<file path="config.mk">
export PLATFORM = sky130hd
export DESIGN_NAME = pcileech_rx_parser
export DESIGN_NICKNAME = d
export VERILOG_FILES = /design/src/rtl/pcileech_rx_parser.sv
export SDC_FILE = /design/constraint.sdc
export NUM_CORES = 1
export LEC_CHECK = 0
export CELL_PAD_IN_SITES_DETAIL_PLACEMENT = 0
export CELL_PAD_IN_SITES_GLOBAL_PLACEMENT = 2
export CORE_ASPECT_RATIO = 1.2
export CORE_MARGIN = 4
export CORE_UTILIZATION = 33
export CTS_BUF_LIST = sky130_fd_sc_hd__clkbuf_4
export CTS_CLUSTER_SIZE = 30
export DETAILED_ROUTE_END_ITERATION = 8
export PLACE_DENSITY = 0.94
export SYNTH_ARGS = -nofsm -noshare
export SYNTH_HDL_FRONTEND = slang
export SYNTH_SLANG_ARGS = --single-unit
</file>
<file path="constraint.sdc">
create_clock -name clk -period 5.1 [get_ports clk]
set_clock_uncertainty 0.2 [all_clocks]
set_input_delay 0.765 -clock clk [delete_from_list [all_inputs] [get_ports clk]]
set_output_delay 0.765 -clock clk [all_outputs]
set_load 0.01 [all_outputs]
</file>
<file path="src/rtl/pcileech_rx_parser.sv">
// pcileech_rx_parser
//
// Splits the FT601 receive word stream into qwords. The first word of a
// qword is the payload and the second is the header. A header whose magic
// matches MAGIC sends the payload to one of three outputs, chosen by the
// header type field:
//   type 00 -> TLP word stream
//   type 01 -> config write stream
//   type 10 -> loopback qword for the TX path
//   type 11 -> dropped
// A header with the wrong magic resynchronises the stream. The word that
// failed becomes the new payload, so the parser slides forward one word.
// If a payload waits too long for its header, it is discarded.
//
// Header word layout:
//   [31:24] magic, [23:20] reserved, [19] tlp last, [18] ignored,
//   [17:16] type, [15:0] config address
//
// Parameters:
//   MAGIC          - required value of header bits [31:24]
//   TIMEOUT_CYCLES - idle cycles a held payload may wait for its header
//                    (must be at least 1)
//
// Ports:
//   clk, rst      - rising-edge clock and synchronous active-high reset
//   rx_data       - receive word
//   rx_wr         - rx_data is valid this cycle (no backpressure)
//   tlp_data/tlp_last/tlp_valid   - TLP word stream
//   cfg_data/cfg_addr/cfg_valid   - config write stream
//   loop_data/loop_valid          - loopback qword {header, payload}
//   bad_magic_cnt, timeout_cnt    - saturating error statistics
//   fsm_state     - debug view of the FSM: 0 = S_W0 (empty),
//                   1 = S_W1 (payload held)
//
// Build option: when PCILEECH_RX_PARSER_STATS_EN is defined, the two
// statistic counters are built. When it is not defined, both counter ports
// read 16'h0000.
//
// Valid semantics: every *_valid is a registered one-cycle strobe with no
// ready signal. The matching data outputs are meaningful only while it is
// high, and they hold their last value otherwise.

module pcileech_rx_parser #(
    parameter logic [7:0] MAGIC          = 8'h77,
    parameter int         TIMEOUT_CYCLES = 1024
) (
    input  logic        clk,
    input  logic        rst,
    input  logic [31:0] rx_data,
    input  logic        rx_wr,
    output logic [31:0] tlp_data,
    output logic        tlp_last,
    output logic        tlp_valid,
    output logic [31:0] cfg_data,
    output logic [15:0] cfg_addr,
    output logic        cfg_valid,
    output logic [63:0] loop_data,
    output logic        loop_valid,
    output logic [15:0] bad_magic_cnt,
    output logic [15:0] timeout_cnt,
    output logic        fsm_state
);

    typedef enum logic {
        S_W0 = 1'b0,
        S_W1 = 1'b1
    } state_t;

    // Value of idle_cnt on the cycle that completes TIMEOUT_CYCLES idle cycles.
    localparam logic [31:0] TLIM = 32'(TIMEOUT_CYCLES - 1);

    state_t      state, state_next;
    logic [31:0] payload;
    logic [31:0] idle_cnt;
    logic        hdr_ok;
    logic        dispatch;
    logic        timeout_hit;

    assign hdr_ok   = (rx_data[31:24] == MAGIC);
    assign dispatch = (state == S_W1) && rx_wr && hdr_ok;
    // rx_wr takes priority: a word that arrives on the expiry cycle is
    // still used as the header.
    assign timeout_hit = (state == S_W1) && !rx_wr && (idle_cnt == TLIM);
    assign fsm_state   = state;

    // FSM state register
    always_ff @(posedge clk) begin
        if (rst) begin
            state <= S_W0;
        end else begin
            state <= state_next;
        end
    end

    // FSM next-state logic
    always_comb begin
        state_next = state;
        case (state)
            S_W0: begin
                if (rx_wr) begin
                    state_next = S_W1;
                end
            end
            S_W1: begin
                if (rx_wr) begin
                    // A bad magic keeps the FSM in S_W1 with a new payload.
                    if (hdr_ok) begin
                        state_next = S_W0;
                    end
                end else if (timeout_hit) begin
                    state_next = S_W0;
                end
            end
            default: state_next = S_W0;
        endcase
    end

    // Payload holding register, idle counter and registered dispatch
    always_ff @(posedge clk) begin
        if (rst) begin
            payload    <= '0;
            idle_cnt   <= '0;
            tlp_data   <= '0;
            tlp_last   <= 1'b0;
            tlp_valid  <= 1'b0;
            cfg_data   <= '0;
            cfg_addr   <= '0;
            cfg_valid  <= 1'b0;
            loop_data  <= '0;
            loop_valid <= 1'b0;
        end else begin
            tlp_valid  <= 1'b0;
            cfg_valid  <= 1'b0;
            loop_valid <= 1'b0;

            // Latch a payload on entry to S_W1, whether from S_W0 or by
            // sliding past a bad header. The idle count restarts at zero.
            if (rx_wr && ((state == S_W0) || !hdr_ok)) begin
                payload  <= rx_data;
                idle_cnt <= '0;
            end else if ((state == S_W1) && !rx_wr) begin
                idle_cnt <= idle_cnt + 32'd1;
            end

            if (dispatch) begin
                case (rx_data[17:16])
                    2'b00: begin
                        tlp_valid <= 1'b1;
                        tlp_data  <= payload;
                        tlp_last  <= rx_data[19];
                    end
                    2'b01: begin
                        cfg_valid <= 1'b1;
                        cfg_data  <= payload;
                        cfg_addr  <= rx_data[15:0];
                    end
                    2'b10: begin
                        loop_valid <= 1'b1;
                        loop_data  <= {rx_data, payload};
                    end
                    default: ; // type 11 is dropped
                endcase
            end
        end
    end

`ifdef PCILEECH_RX_PARSER_STATS_EN
    logic        bad_magic;
    logic [15:0] bad_q;
    logic [15:0] tmo_q;

    assign bad_magic = (state == S_W1) && rx_wr && !hdr_ok;

    // Saturating statistics counters
    always_ff @(posedge clk) begin
        if (rst) begin
            bad_q <= '0;
            tmo_q <= '0;
        end else begin
            if (bad_magic && (bad_q != 16'hFFFF)) begin
                bad_q <= bad_q + 16'd1;
            end
            if (timeout_hit && (tmo_q != 16'hFFFF)) begin
                tmo_q <= tmo_q + 16'd1;
            end
        end
    end

    assign bad_magic_cnt = bad_q;
    assign timeout_cnt   = tmo_q;
`else
    assign bad_magic_cnt = 16'h0000;
    assign timeout_cnt   = 16'h0000;
`endif

endmodule
</file>
==> qor.log <==
[status] result of the run completed
[worst_hold_path] Tightest Hold Check Type register to register
[yosys] Post-Syn Area per Cell 9.769 sq um
[drt] Vias per Instance 4.622
[clock_tree] clock latency on the worst-skew pair 640 ps
[timing] setup_tns 0 ps
[critical_path] beginning of the worst register-to-register path fsm_state
[grt] remaining global-route overflow 0
[timing] final hold violation count 0
[clock_tree] CTS Hold Bufs 0
[clock_tree] register clock-pin slew on the reported worst setup and hold paths 60 ps
[critical_path] number of cells on the worst reg-to-reg path 5
[clock_tree] Clock Sinks 213
[drt] routed via count 6388
[timing] unrepaired setup endpoints after global routing no
[yosys] Post-Synth Adder-Cell Area 0.001521
[drt] per-cell routed wire length 15.54 microns
[yosys] number of distinct library cells after synthesis 42
[timing] Max-Slew Margin vs Limit 0.3206
[yosys] leading cell types by total area after synthesis sky130_fd_sc_hd__dfxtp_1, sky130_fd_sc_hd__mux2i_1, sky130_fd_sc_hd__nor2_1
[cells_and_area] final standard cell count with taps included and fillers excluded 1382
[timing] timing-limited maximum frequency 342.2 MHz
[critical_path] ordered cell list for the critical path clkdlybuf4s50_1 -> nand3b_1 -> or4_4 -> buf_4 -> mux2i_1 -> nor2_1
[grt] number of antenna violations at the first check in global routing 1
[floorplan] Initial Util 0.3334
[clock_tree] quantity of gates resized following cts 0
[grt] largest net degree at the start of global routing 99
[cells_and_area] most common cell after layout, fill and taps aside sky130_fd_sc_hd__dfxtp_1
[yosys] Post-synth top flop sky130_fd_sc_hd__dfxtp_1
[clock_tree] buffers inserted during post-CTS setup optimization 0
[run] number of max-cap violations 0
[placed_design] total cell area at the placement stage 0.01008 sq mm
[yosys] share of synthesized area occupied by flip-flops and latches 0.5184
[critical_path] count of buffer and inverter cells on the critical path 2
[critical_path] delay of the slowest critical-path stage 780 ps
[yosys] total of flip-flops plus latches after synthesis 213
[clock_tree] Max H-tree Level 2
[floorplan] Core Box Area 0.02467 sq mm
[cells_and_area] fillcell total 2453
[drt] remaining antenna violation count after routing 0
[cells_and_area] commonest cells after routing, fill and taps aside sky130_fd_sc_hd__dfxtp_1, sky130_fd_sc_hd__clkdlybuf4s50_1, sky130_fd_sc_hd__nor2_1
[yosys] multiplexer share of the synthesized area 0.1692
[clock_tree] clock tree buffer depth 3
[yosys] Yosys warning count 0
[drt] Iteration-0 DRC Markers 250
[power_and_ir_drop] leakage power 0.004555 uW
[timing] worst-case setup margin in the final layout 2178 ps
[yosys] Post-Synthesis Cell Area 0.008225 sq mm
[floorplan] Die Area 0.02753 sq mm
[grt] GRT Resource Usage Total 0.1506
[timing] final max-slew violation count 0
[floorplan] overall die width 152.1 microns
[yosys] xor and xnor fraction of the mapped netlist area 0.01384
[clock_tree] Clock Tree Root sky130_fd_sc_hd__clkbuf_4
[worst_hold_path] source of the worst hold timing path loop_data[62]
[timing] transition time at the pin with the least slew margin 1019 ps
[yosys] Synth area leader sky130_fd_sc_hd__dfxtp_1
[critical_path] top cell family by delay on the critical path buffers and inverters
[critical_path] R2R Setup Slk 2520 ps
[placed_design] estimated wirelength of the detail-placed design 14050 microns
[cells_and_area] layout overhead on the synthesized area 29.62%
[power_and_ir_drop] maximum vdd ir drop 0.0001773 V
[drt] sum of routed wire length over all layers 21480 microns
[grt] global-route wire length before repair 34310 microns
[placed_design] Cells after DPL 1299
[worst_hold_path] WHS Endpoint loop_data[62]
[floorplan] number of top-level design ports 216
[yosys] share of synthesized registers carrying an async set or reset 0
[placed_design] routability congestion estimate 0.7406
[cells_and_area] cell area after layout 0.01066 sq mm
[yosys] post-synthesis cell count 842
[yosys] Simple-Gate Fraction of Synth Area 0.1740
[critical_path] path type of the worst setup path primary input to register
[power_and_ir_drop] areal power density over the cells 289.5 mW/mm^2
[floorplan] vertical die dimension 180.9 microns
[critical_path] element type at the critical path end register
[yosys] post-synthesis compound-gate area fraction 0.04898
[worst_hold_path] worst hold path depth 2
[yosys] dominant combinational cell family by area after synthesis simple AND/OR/NAND/NOR gates
[placed_design] IO buf count 183
[clock_tree] TritonCTS clock tree yes
[timing] setup-violating endpoint count in the final report 0
[yosys] count of flip-flops with a built-in enable after synthesis 0
[cells_and_area] fraction of final layout cells with drive strength greater than 1 0.08910
[timing] final worst path period need 2922 ps
[critical_path] cell with the largest stage delay on the worst path sky130_fd_sc_hd__clkdlybuf4s50_1
[yosys] top-area cell type share of the netlist area 0.5184
[timing] final worst-path cycle share 0.5730
[clock_tree] Inserted Clock Buffers 54
[drt] number of iterations in the first detailed-routing pass 4
[drt] remaining routing DRC violations 0
[critical_path] Worst Path Arrival 3200 ps
[critical_path] capturing point of the worst reg2reg path loop_data[17]
[floorplan] row count 63
[critical_path] largest fanout of any net on the critical path 33
[critical_path] critical path required time 5380 ps
[placed_design] pre-CTS worst setup slack 1535 ps
[cells_and_area] number of nets at the end of the flow 1066
[critical_path] Startpoint Class primary input
[grt] vias in the first global route 6363
[cells_and_area] post-route core utilization 0.4321
[cells by family (layout without fill, tap and decap cells)]
family	count (synthesis)	in the layout
and+or+nand+nor	306	306
DFF	213	213
muxes	139	139
buffers and inverters	98	280
AOI/OAI and AO/OA	71	71
xor gates and xnor gates	13	13
adders and majority gates	1	1
other	1	34
[flip-flops by register name, summed over array words and instances (netlist names)]
name,cells
payload,32
tlp_data,32
cfg_valid,1
tlp_last,1
cfg_addr,16
tlp_valid,1
cfg_data,32
loop_valid,1
idle_cnt,32
fsm_state,1
loop_data,64
[through the flow]
stage	power [uW]	hold WS, ps
final	3087	253.0
after global routing	3257	288.8
after CTS	3157	251.2
after detailed placement	1851	242.5
after global placement	1851	232.1
after floorplan	1810	260.6
[power breakdown]
part	total (uW)	leakage (uW)	switching (uW)	internal [uW]
registers	1700	0.00172	17.4	1680
logic	117	0.00249	74.9	42.0
clock network	1270	0.000344	641	633
[routing by layer]
layer	routed length, microns	GRT usage	vias up
li1	-	-	3179
met1	8710	0.1724	2982
met2	10700	0.2594	188
met3	1674	0.05750	39
met4	390	0.04892	0
met5	0	0	-
[final cells by class]
class,count,area (sq um),area share
Sequential cell,213,4264,0.4000
Tap cell,325,406.6,0.03814
Clock buffer,71,533.0,0.04999
Inverter,10,37.54,0.003521
Clock inverter,10,41.29,0.003873
Antenna cell,2,5.005,0.0004694
Timing Repair Buffer,189,1878,0.1762
Multi-Input combinational cell,562,3496,0.3279
[worst min-delay path: stages, from the launching register on]
cell and delay (ps):
sky130_fd_sc_hd__dfxtp_1 310, sky130_fd_sc_hd__inv_1 50, sky130_fd_sc_hd__a21oi_1 50
[cells in the mapped netlist, drive strengths merged (4+ instances only)]
library cell / instances
dfxtp: 213
nor2: 154
mux2i: 139
nand2: 74
buf: 55
a21oi: 52
clkbuf: 32
nand4: 15
or4: 14
o31ai: 12
xor2: 12
inv: 10
nor4: 9
or3: 7
nand3b: 6
nand3: 5
and4: 4
nor2b: 4
o21ai: 4
[worst max path at each step]
stage                           start       endpoint  cells after the start
after CTS                       rx_wr  loop_data[17]                      6
final                           rx_wr  loop_data[17]                      6
after global placement          rx_wr  loop_data[53]                      6
after global routing            rx_wr  loop_data[17]                      6
after floorplan           rx_data[27]   cfg_data[22]                      7
after detailed placement        rx_wr  loop_data[38]                      6
No activity file was read; power rests on OpenSTA's default activity.
